**src/rtl/serial_nibble_assembler_pkg.sv**
```systemverilog
// Shared definitions for the serial nibble assembler: FSM encoding, widths
// and the parity helper.
package serial_nibble_assembler_pkg;

    localparam int unsigned NIBBLE_W = 4;
    localparam int unsigned CNT_W    = 3;

    typedef enum logic [1:0] {
        ST_COLLECT,
        ST_PARITY,
        ST_FULL
    } state_e;

    function automatic logic even_parity(input logic [NIBBLE_W-1:0] d);
        return ^d;
    endfunction

endpackage

```
**src/rtl/serial_nibble_assembler_if.sv**
```systemverilog
// Serial-in / nibble-out handshake bundle; slave is the assembler side,
// master is the side driving serial bits and consuming nibbles.
interface serial_nibble_assembler_if;
    import serial_nibble_assembler_pkg::*;

    logic                SIN;
    logic                SIN_VALID;
    logic                SIN_READY;
    logic [NIBBLE_W-1:0] D_OUT;
    logic                D_VALID;
    logic                D_READY;
    logic                PARITY_ERR;

    modport slave (
        input  SIN, SIN_VALID, D_READY,
        output SIN_READY, D_OUT, D_VALID, PARITY_ERR
    );

    modport master (
        output SIN, SIN_VALID, D_READY,
        input  SIN_READY, D_OUT, D_VALID, PARITY_ERR
    );
endinterface

```
**src/rtl/serial_nibble_assembler_shift_stage.sv**
```systemverilog
// Working register: 4-bit shift register with enable, direction select and
// synchronous active-low clear.
module nibble_shift_stage
    import serial_nibble_assembler_pkg::*;
(
    input  logic                clk,
    input  logic                clr_n,
    input  logic                shift_en,
    input  logic                msb_first,
    input  logic                din,
    output logic [NIBBLE_W-1:0] q
);

    logic [NIBBLE_W-1:0] shift_d;
    logic [NIBBLE_W-1:0] shift_q;

    // MSB-first shifts left so the first bit ends in [3]; LSB-first shifts right so it ends in [0].
    always_comb begin
        shift_d = shift_q;
        if (shift_en) begin
            if (msb_first) shift_d = {shift_q[NIBBLE_W-2:0], din};
            else           shift_d = {din, shift_q[NIBBLE_W-1:1]};
        end
    end

    always_ff @(posedge clk) begin
        if (!clr_n) shift_q <= '0;
        else        shift_q <= shift_d;
    end

    assign q = shift_q;

endmodule

```
**src/rtl/serial_nibble_assembler.sv**
```systemverilog
// Collects serial bits into a nibble with optional trailing even-parity bit
// and holds it under a valid/ready handshake.
module serial_nibble_assembler
    import serial_nibble_assembler_pkg::*;
#(
    parameter bit MSB_FIRST = 1'b0,
    parameter bit PARITY_EN = 1'b0
) (
    input logic                       CLK,
    input logic                       CLEAR,
    serial_nibble_assembler_if.slave  bus
);

    state_e              state_d, state_q;
    logic [CNT_W-1:0]    count_d, count_q;
    logic                parity_err_d, parity_err_q;
    logic                sin_ready;
    logic                accept;
    logic                shift_en;
    logic [NIBBLE_W-1:0] nibble;

    assign sin_ready = CLEAR & ((state_q != ST_FULL) | bus.D_READY);
    assign accept    = bus.SIN_VALID & sin_ready;

    always_comb begin
        state_d      = state_q;
        count_d      = count_q;
        parity_err_d = parity_err_q;
        shift_en     = 1'b0;
        case (state_q)
            ST_COLLECT: begin
                if (accept) begin
                    shift_en = 1'b1;
                    if (count_q == CNT_W'(NIBBLE_W - 1)) begin
                        count_d = '0;
                        state_d = PARITY_EN ? ST_PARITY : ST_FULL;
                    end else begin
                        count_d = count_q + 1'b1;
                    end
                end
            end
            ST_PARITY: begin
                if (accept) begin
                    parity_err_d = bus.SIN ^ even_parity(nibble);
                    state_d      = ST_FULL;
                end
            end
            ST_FULL: begin
                // Handoff: a bit accepted on the consuming edge starts the next nibble.
                if (bus.D_READY) begin
                    parity_err_d = 1'b0;
                    state_d      = ST_COLLECT;
                    if (accept) begin
                        shift_en = 1'b1;
                        count_d  = CNT_W'(1);
                    end else begin
                        count_d  = '0;
                    end
                end
            end
            default: begin
                state_d      = ST_COLLECT;
                count_d      = '0;
                parity_err_d = 1'b0;
            end
        endcase
    end

    always_ff @(posedge CLK) begin
        if (!CLEAR) begin
            state_q      <= ST_COLLECT;
            count_q      <= '0;
            parity_err_q <= 1'b0;
        end else begin
            state_q      <= state_d;
            count_q      <= count_d;
            parity_err_q <= parity_err_d;
        end
    end

    nibble_shift_stage u_shift (
        .clk       (CLK),
        .clr_n     (CLEAR),
        .shift_en  (shift_en),
        .msb_first (MSB_FIRST),
        .din       (bus.SIN),
        .q         (nibble)
    );

    assign bus.SIN_READY  = sin_ready;
    assign bus.D_OUT      = nibble;
    assign bus.D_VALID    = (state_q == ST_FULL);
    assign bus.PARITY_ERR = parity_err_q;

endmodule
```
**src/flat_wrapper.sv**
```systemverilog
// flat-port wrapper written by rule: the top's interface ports become plain ports
module serial_nibble_assembler_flat import serial_nibble_assembler_pkg::*;
#(
    parameter bit MSB_FIRST = 1'b0,
    parameter bit PARITY_EN = 1'b0
)
  (CLK, CLEAR, bus_SIN, bus_SIN_VALID, bus_D_READY, bus_SIN_READY, bus_D_OUT, bus_D_VALID, bus_PARITY_ERR);
  serial_nibble_assembler_if bus_i ();
  input logic CLK;
  input logic CLEAR;
  input wire logic [$bits(bus_i.SIN)-1:0] bus_SIN;
  input wire logic [$bits(bus_i.SIN_VALID)-1:0] bus_SIN_VALID;
  input wire logic [$bits(bus_i.D_READY)-1:0] bus_D_READY;
  output wire logic [$bits(bus_i.SIN_READY)-1:0] bus_SIN_READY;
  output wire logic [$bits(bus_i.D_OUT)-1:0] bus_D_OUT;
  output wire logic [$bits(bus_i.D_VALID)-1:0] bus_D_VALID;
  output wire logic [$bits(bus_i.PARITY_ERR)-1:0] bus_PARITY_ERR;
  assign bus_i.SIN = bus_SIN;
  assign bus_i.SIN_VALID = bus_SIN_VALID;
  assign bus_i.D_READY = bus_D_READY;
  assign bus_SIN_READY = bus_i.SIN_READY;
  assign bus_D_OUT = bus_i.D_OUT;
  assign bus_D_VALID = bus_i.D_VALID;
  assign bus_PARITY_ERR = bus_i.PARITY_ERR;
  serial_nibble_assembler #(.MSB_FIRST(MSB_FIRST), .PARITY_EN(PARITY_EN)) u_core (.CLK(CLK), .CLEAR(CLEAR), .bus(bus_i));
endmodule
```
**config.mk**
```make
export PLATFORM = sky130hd
export DESIGN_NAME = serial_nibble_assembler_flat
export DESIGN_NICKNAME = d
export VERILOG_FILES = /design/src/rtl/serial_nibble_assembler_pkg.sv /design/src/rtl/serial_nibble_assembler_if.sv /design/src/rtl/serial_nibble_assembler_shift_stage.sv /design/src/rtl/serial_nibble_assembler.sv /design/src/flat_wrapper.sv
export SDC_FILE = /design/constraint.sdc
export NUM_CORES = 1
export LEC_CHECK = 0
export CORE_AREA = 2 2 39 41
export CTS_CLUSTER_SIZE = 8
export DETAILED_ROUTE_END_ITERATION = 12
export DIE_AREA = 0 0 41 43
export GPL_ROUTABILITY_DRIVEN = 0
export SETUP_SLACK_MARGIN = 0.02
export SLEW_MARGIN = 20
export SYNTH_ARGS = -nofsm -noshare
export SYNTH_HDL_FRONTEND = slang
export SYNTH_SLANG_ARGS = --single-unit
```
**constraint.sdc**
```tcl
create_clock -name CLK -period 1.44 [get_ports CLK]
set_input_delay 0.144 -clock CLK [delete_from_list [all_inputs] [get_ports CLK]]
set_output_delay 0.144 -clock CLK [all_outputs]
set_load 0.1 [all_outputs]
```
==> results of run 1 <==
[kinds of logic (layout without fill, tap and decap cells)]
group                      after synthesis  after routing  synth area share
buffers and inverters                    4             18            0.0693
other                                    1              1           0.00989
and+or+nand+nor                         15             15             0.205
DFF                                      8              8             0.422
AOI/OAI and AO/OA                       15             15             0.261
adders and majority gates                1              1            0.0330
[sequential cells by signal, indices dropped and copies added (netlist names)]
signal / count
u_core.state_q: 1
u_core.u_shift.q: 4
u_core.count_q: 3
[through the flow]
step / hold slack, ps / util / std cells
after detailed placement: 441 / 0.410 / 70
after global placement: 431 / 0.410 / 70
final: 448 / 0.429 / 74
after floorplan: 252 / - / 44
after CTS: 452 / 0.429 / 74
after global routing: 476 / 0.429 / 74
[report_power, final]
part / leakage [uW] / switching (uW) / internal [uW] / total [uW]
Sequential: 0.0000659 / 8.74 / 228 / 237
Clock: 0.0000150 / 84.1 / 106 / 190
Combinational: 0.000145 / 73.9 / 46.1 / 120
[cells in the mapped netlist, types with 3 or more instances]
library cell / number / area [sq um]
dfxtp_1: 8 / 160
a21oi_1: 5 / 25.0
nor2_1: 4 / 15.0
nand2b_1: 3 / 18.8
o21ai_0: 4 / 20.0
nand3_1: 5 / 25.0
[final timing paths]
kind / endpoint / slack [ps] / cells past startpoint
setup / recovery: bus_SIN_READY / 130 / 3
hold / removal: u_core.count_q[2] / 450 / 2
setup reg to reg: u_core.count_q[1] / 340 / 4
hold reg to reg: u_core.count_q[2] / 450 / 2
[layout make-up]
class,instances,area [sq um],area share
timing repair buffer,12,175,0.295
multi-input combinational,32,200,0.338
sequential,8,164,0.276
tap,16,20.0,0.0338
inverter,2,7.51,0.0127
clock buffer,4,26.3,0.0443
[per-layer routing]
metal,GRT usage,vias up
li1,-,184
met1,0.158,161
met2,0.178,11
met3,0.0785,0
met4,0.0400,0
met5,0,-
[worst min-delay path, delay by kind of cell, from the launching register on]
| family | cells | cell delay (ps) |
|---|---|---|
| simple gates | 1 | 50 |
| compound gates | 1 | 40 |
| flops | 1 | 310 |
==> impl_metrics.json, run 1 <==
{
  "die_h_um": 43,
  "drive_above_1_share": 0.276,
  "worstSetupPathType": "flip-flop to output pin",
  "hpwl_um": 597,
  "worstPathMaxFanout": 11,
  "cts.sinks": 8,
  "crit_family": "flip-flops",
  "grt.overflow.total": 0,
  "cp_data_required_time_ps": 1300,
  "postCtsSetupBuffers": 0,
  "ctsResizeCount": 0,
  "avgSynthCellArea_sq_um": 8.62,
  "hold_path.class": "flip-flop to flip-flop",
  "start_util": 0.274,
  "clock_latency_ps": 260,
  "syn_nets": 50,
  "layout_commonest_cell": "dfxtp_1",
  "leakagePower_uw": 0.000226,
  "endpoint_kind": "output pin",
  "wl_met2_um": 400,
  "die_x_um": 41,
  "pre_cts_slack_ps": 151,
  "vias_per_cell": 4.81,
  "synth-seq-area-share": 0.422,
  "r2r_start": "u_core.count_q[0]",
  "slew_violations": 0,
  "worst_setup_path_start_kind": "flip-flop",
  "grt.total_usage": 0.128,
  "antenna_left": 0,
  "max_stage_delay_ps": 390,
  "hold_violations": 0,
  "synth-seq-cells": 8,
  "clock.fmax_mhz": 763,
  "wl_met1_um": 369,
  "holdCritStartpoint": "u_core.count_q[2]",
  "port_buffers": 10,
  "cts_tree": "yes",
  "cellPowerDensity_nw_per_um2": 923,
  "dr_wl_met3_um": 60,
  "post_drt_wl_per_cell_um": 11.2,
  "syn-cell-area_sq_um": 379,
  "grt_pass1_wl_um": 1510,
  "cpMaxStageDelayCell": "dfxtp_4",
  "nets": 65,
  "routed_wl_um": 830,
  "path_clk_slew_ps": 70,
  "synth-async-reset-ratio": 0,
  "final_cell_mix": "dfxtp_1 (7), buf_12 (6), nand3_1 (5), a21oi_1 (5)",
  "yosys_warnings": 0,
  "fin_crit_ps": 1310,
  "dr.max_layer_used": "met3",
  "finalCritPeriodShare": 0.910,
  "clk_path_buf_depth": 2,
  "ir_worst_vdd_v": 0.000572,
  "cts_made_buffers": 3,
  "fin_area_sq_um": 593,
  "cp.arrival_ps": 1170,
  "die_area_sq_um": 1760,
  "drtIter0Drc": 4,
  "area_growth_pct": 56.4,
  "placed_cell_area_sq_um": 567,
  "yosysUniqueCellTypes": 21,
  "grt_start_max_net_pins": 12,
  "n_antenna_cell": 0,
  "ys.flop_type": "dfxtp_1",
  "antenna_found_initial": 0,
  "status": "completed",
  "finalClockSkew_ps": 17.7,
  "cp-startpoint": "u_core.state_q[1]",
  "synthCells": 44,
  "nFillCells": 140,
  "cts-hold-fix-buffers": 0,
  "num_vias": 356,
  "finalSetupViolCount": 0,
  "finalSetupTns_ps": 0,
  "post-route-drc-count": 0,
  "fp.coreArea_sq_um": 1380,
  "first_pass_iters": 4,
  "row_count": 14,
  "pin_count": 12,
  "synth-edff-count": 0,
  "rsz0062_at_grt": "no",
  "grt_pass1_vias": 389,
  "root_buffer": "clkbuf_4",
  "finalPower_uw": 548,
  "crit_buf_inv": 1,
  "cap_violations": 0,
  "cp_cell_sequence": "and2b_4, nor2_4, buf_12",
  "h-tree-depth": 1,
  "fin_ws_ps": 130
}
No activity file was read; power rests on OpenSTA's default activity.
==> inputs of run 2 (changes only) <==
- MAX_ROUTING_LAYER: default -> met4
==> run 2 against run 1 <==
Combinational power hardly changed. Clock skew barely moved. Critical path depth did not move.
==> impl_metrics.json, run 2 (same netlist as run 1, synthesis figures left out) <==
{
  "drtIter0Drc": 4,
  "finalSetupViolCount": 0,
  "n_antenna_cell": 0,
  "finalClockSkew_ps": 17.7,
  "grt.total_usage": 0.131,
  "fin_area_sq_um": 593,
  "vias_per_cell": 4.91,
  "post_drt_wl_per_cell_um": 11.3,
  "cts_made_buffers": 3,
  "endpoint_kind": "output pin",
  "power_frac_comb": 0.219,
  "antenna_found_initial": 0,
  "clock.fmax_mhz": 763,
  "clk_path_buf_depth": 2,
  "cts_tree": "yes",
  "ir_worst_vdd_v": 0.000571,
  "fp.coreArea_sq_um": 1380,
  "num_vias": 363,
  "switching_share": 0.304,
  "pre_cts_slack_ps": 151,
  "port_buffers": 10,
  "cts.sinks": 8,
  "routed_wl_um": 837,
  "cp.arrival_ps": 1170,
  "hold_path.class": "flip-flop to flip-flop",
  "row_count": 14,
  "die_x_um": 41,
  "grt_pass1_vias": 389,
  "path_clk_slew_ps": 70,
  "worst_setup_path_start_kind": "flip-flop",
  "start_util": 0.274,
  "cts-hold-fix-buffers": 0,
  "post-route-drc-count": 0,
  "grt_pass1_wl_um": 1510,
  "h-tree-depth": 1,
  "cp_cell_sequence": "and2b_4, nor2_4, buf_12",
  "final_cell_mix": "dfxtp_1 (7), buf_12 (6), nand3_1 (5), a21oi_1 (5)",
  "clkPwrFrac": 0.347,
  "hpwl_um": 597,
  "max_stage_delay_ps": 390,
  "postCtsSetupBuffers": 0,
  "cell_internal_pwr_uw": 381,
  "worstPathMaxFanout": 11,
  "grt.overflow.total": 0,
  "clock_latency_ps": 260,
  "fin_crit_ps": 1310,
  "placed_cell_area_sq_um": 567,
  "p_sw_uw": 167,
  "final_util": 0.429,
  "antenna_left": 0,
  "largest_reg_flops": 4,
  "drive_above_1_share": 0.276,
  "finalCritPeriodShare": 0.911,
  "cpMaxStageDelayCell": "dfxtp_4",
  "pin_count": 12,
  "pwr-share-seq": 0.433,
  "nets": 65,
  "cap_violations": 0,
  "cp_data_required_time_ps": 1300,
  "leakagePower_uw": 0.000226,
  "hold_violations": 0,
  "status": "completed",
  "area_growth_pct": 56.4,
  "ctsResizeCount": 0,
  "root_buffer": "clkbuf_4",
  "grt_start_max_net_pins": 12,
  "die_h_um": 43,
  "fin_ws_ps": 129,
  "die_area_sq_um": 1760,
  "rsz0062_at_grt": "no",
  "finalSetupTns_ps": 0,
  "first_pass_iters": 3,
  "worstSetupPathType": "flip-flop to output pin",
  "cellPowerDensity_nw_per_um2": 923,
  "layout_commonest_cell": "dfxtp_1",
  "slew_violations": 0
}
## run 2: cell counts in the layout (fill, tap and decap cells not counted)
Identical to the previous run, type by type.
## run 2: layout make-up
class | count | area, sq um
Fill cell | 140 | 791
Multi-Input combinational cell | 32 | 200
Timing Repair Buffer | 12 | 175
Sequential cell | 8 | 164
Clock buffer | 4 | 26.3
Tap cell | 16 | 20.0
Inverter | 2 | 7.51
## run 2: per-stage QoR
stage               hold slack [ps]  std cells  total power [uW]
detailed placement              441         70               362
global placement                431         70               362
floorplan                       252         44               317
global route                    476         74               576
CTS                             452         74               555
finish                          448         74               547
## run 2: final timing paths
kind / end / from / slack [ps] / cells after the start
max: bus_SIN_READY / u_core.state_q[1] / 130 / 3
min: u_core.count_q[2] / u_core.count_q[2] / 450 / 2
min reg2reg: u_core.count_q[2] / u_core.count_q[2] / 450 / 2
max reg2reg: u_core.count_q[1] / u_core.count_q[0] / 340 / 4
## run 2: metal layers
layer / routed length, um / global-route usage / part of all wire
met3: 53 / 0.0785 / 0.063
met2: 386 / 0.178 / 0.46
met4: 10 / 0.0400 / 0.012
met1: 387 / 0.158 / 0.46
met5: 0 / - / 0
## run 2: power groups by stage
stage | Sequential, uW | Clock, uW | Combinational (uW)
floorplan | 262 | 0 | 55.3
global placement | 242 | 0 | 120
detailed placement | 242 | 0 | 120
CTS | 237 | 197 | 121
global route | 238 | 211 | 128
finish | 237 | 190 | 120
## run 2: critical path, delay by kind of cell (launching register included)
kind | cells | cell delay (ps)
buffers and inverters | 1 | 180
and+or+nand+nor | 2 | 330
DFF | 1 | 390
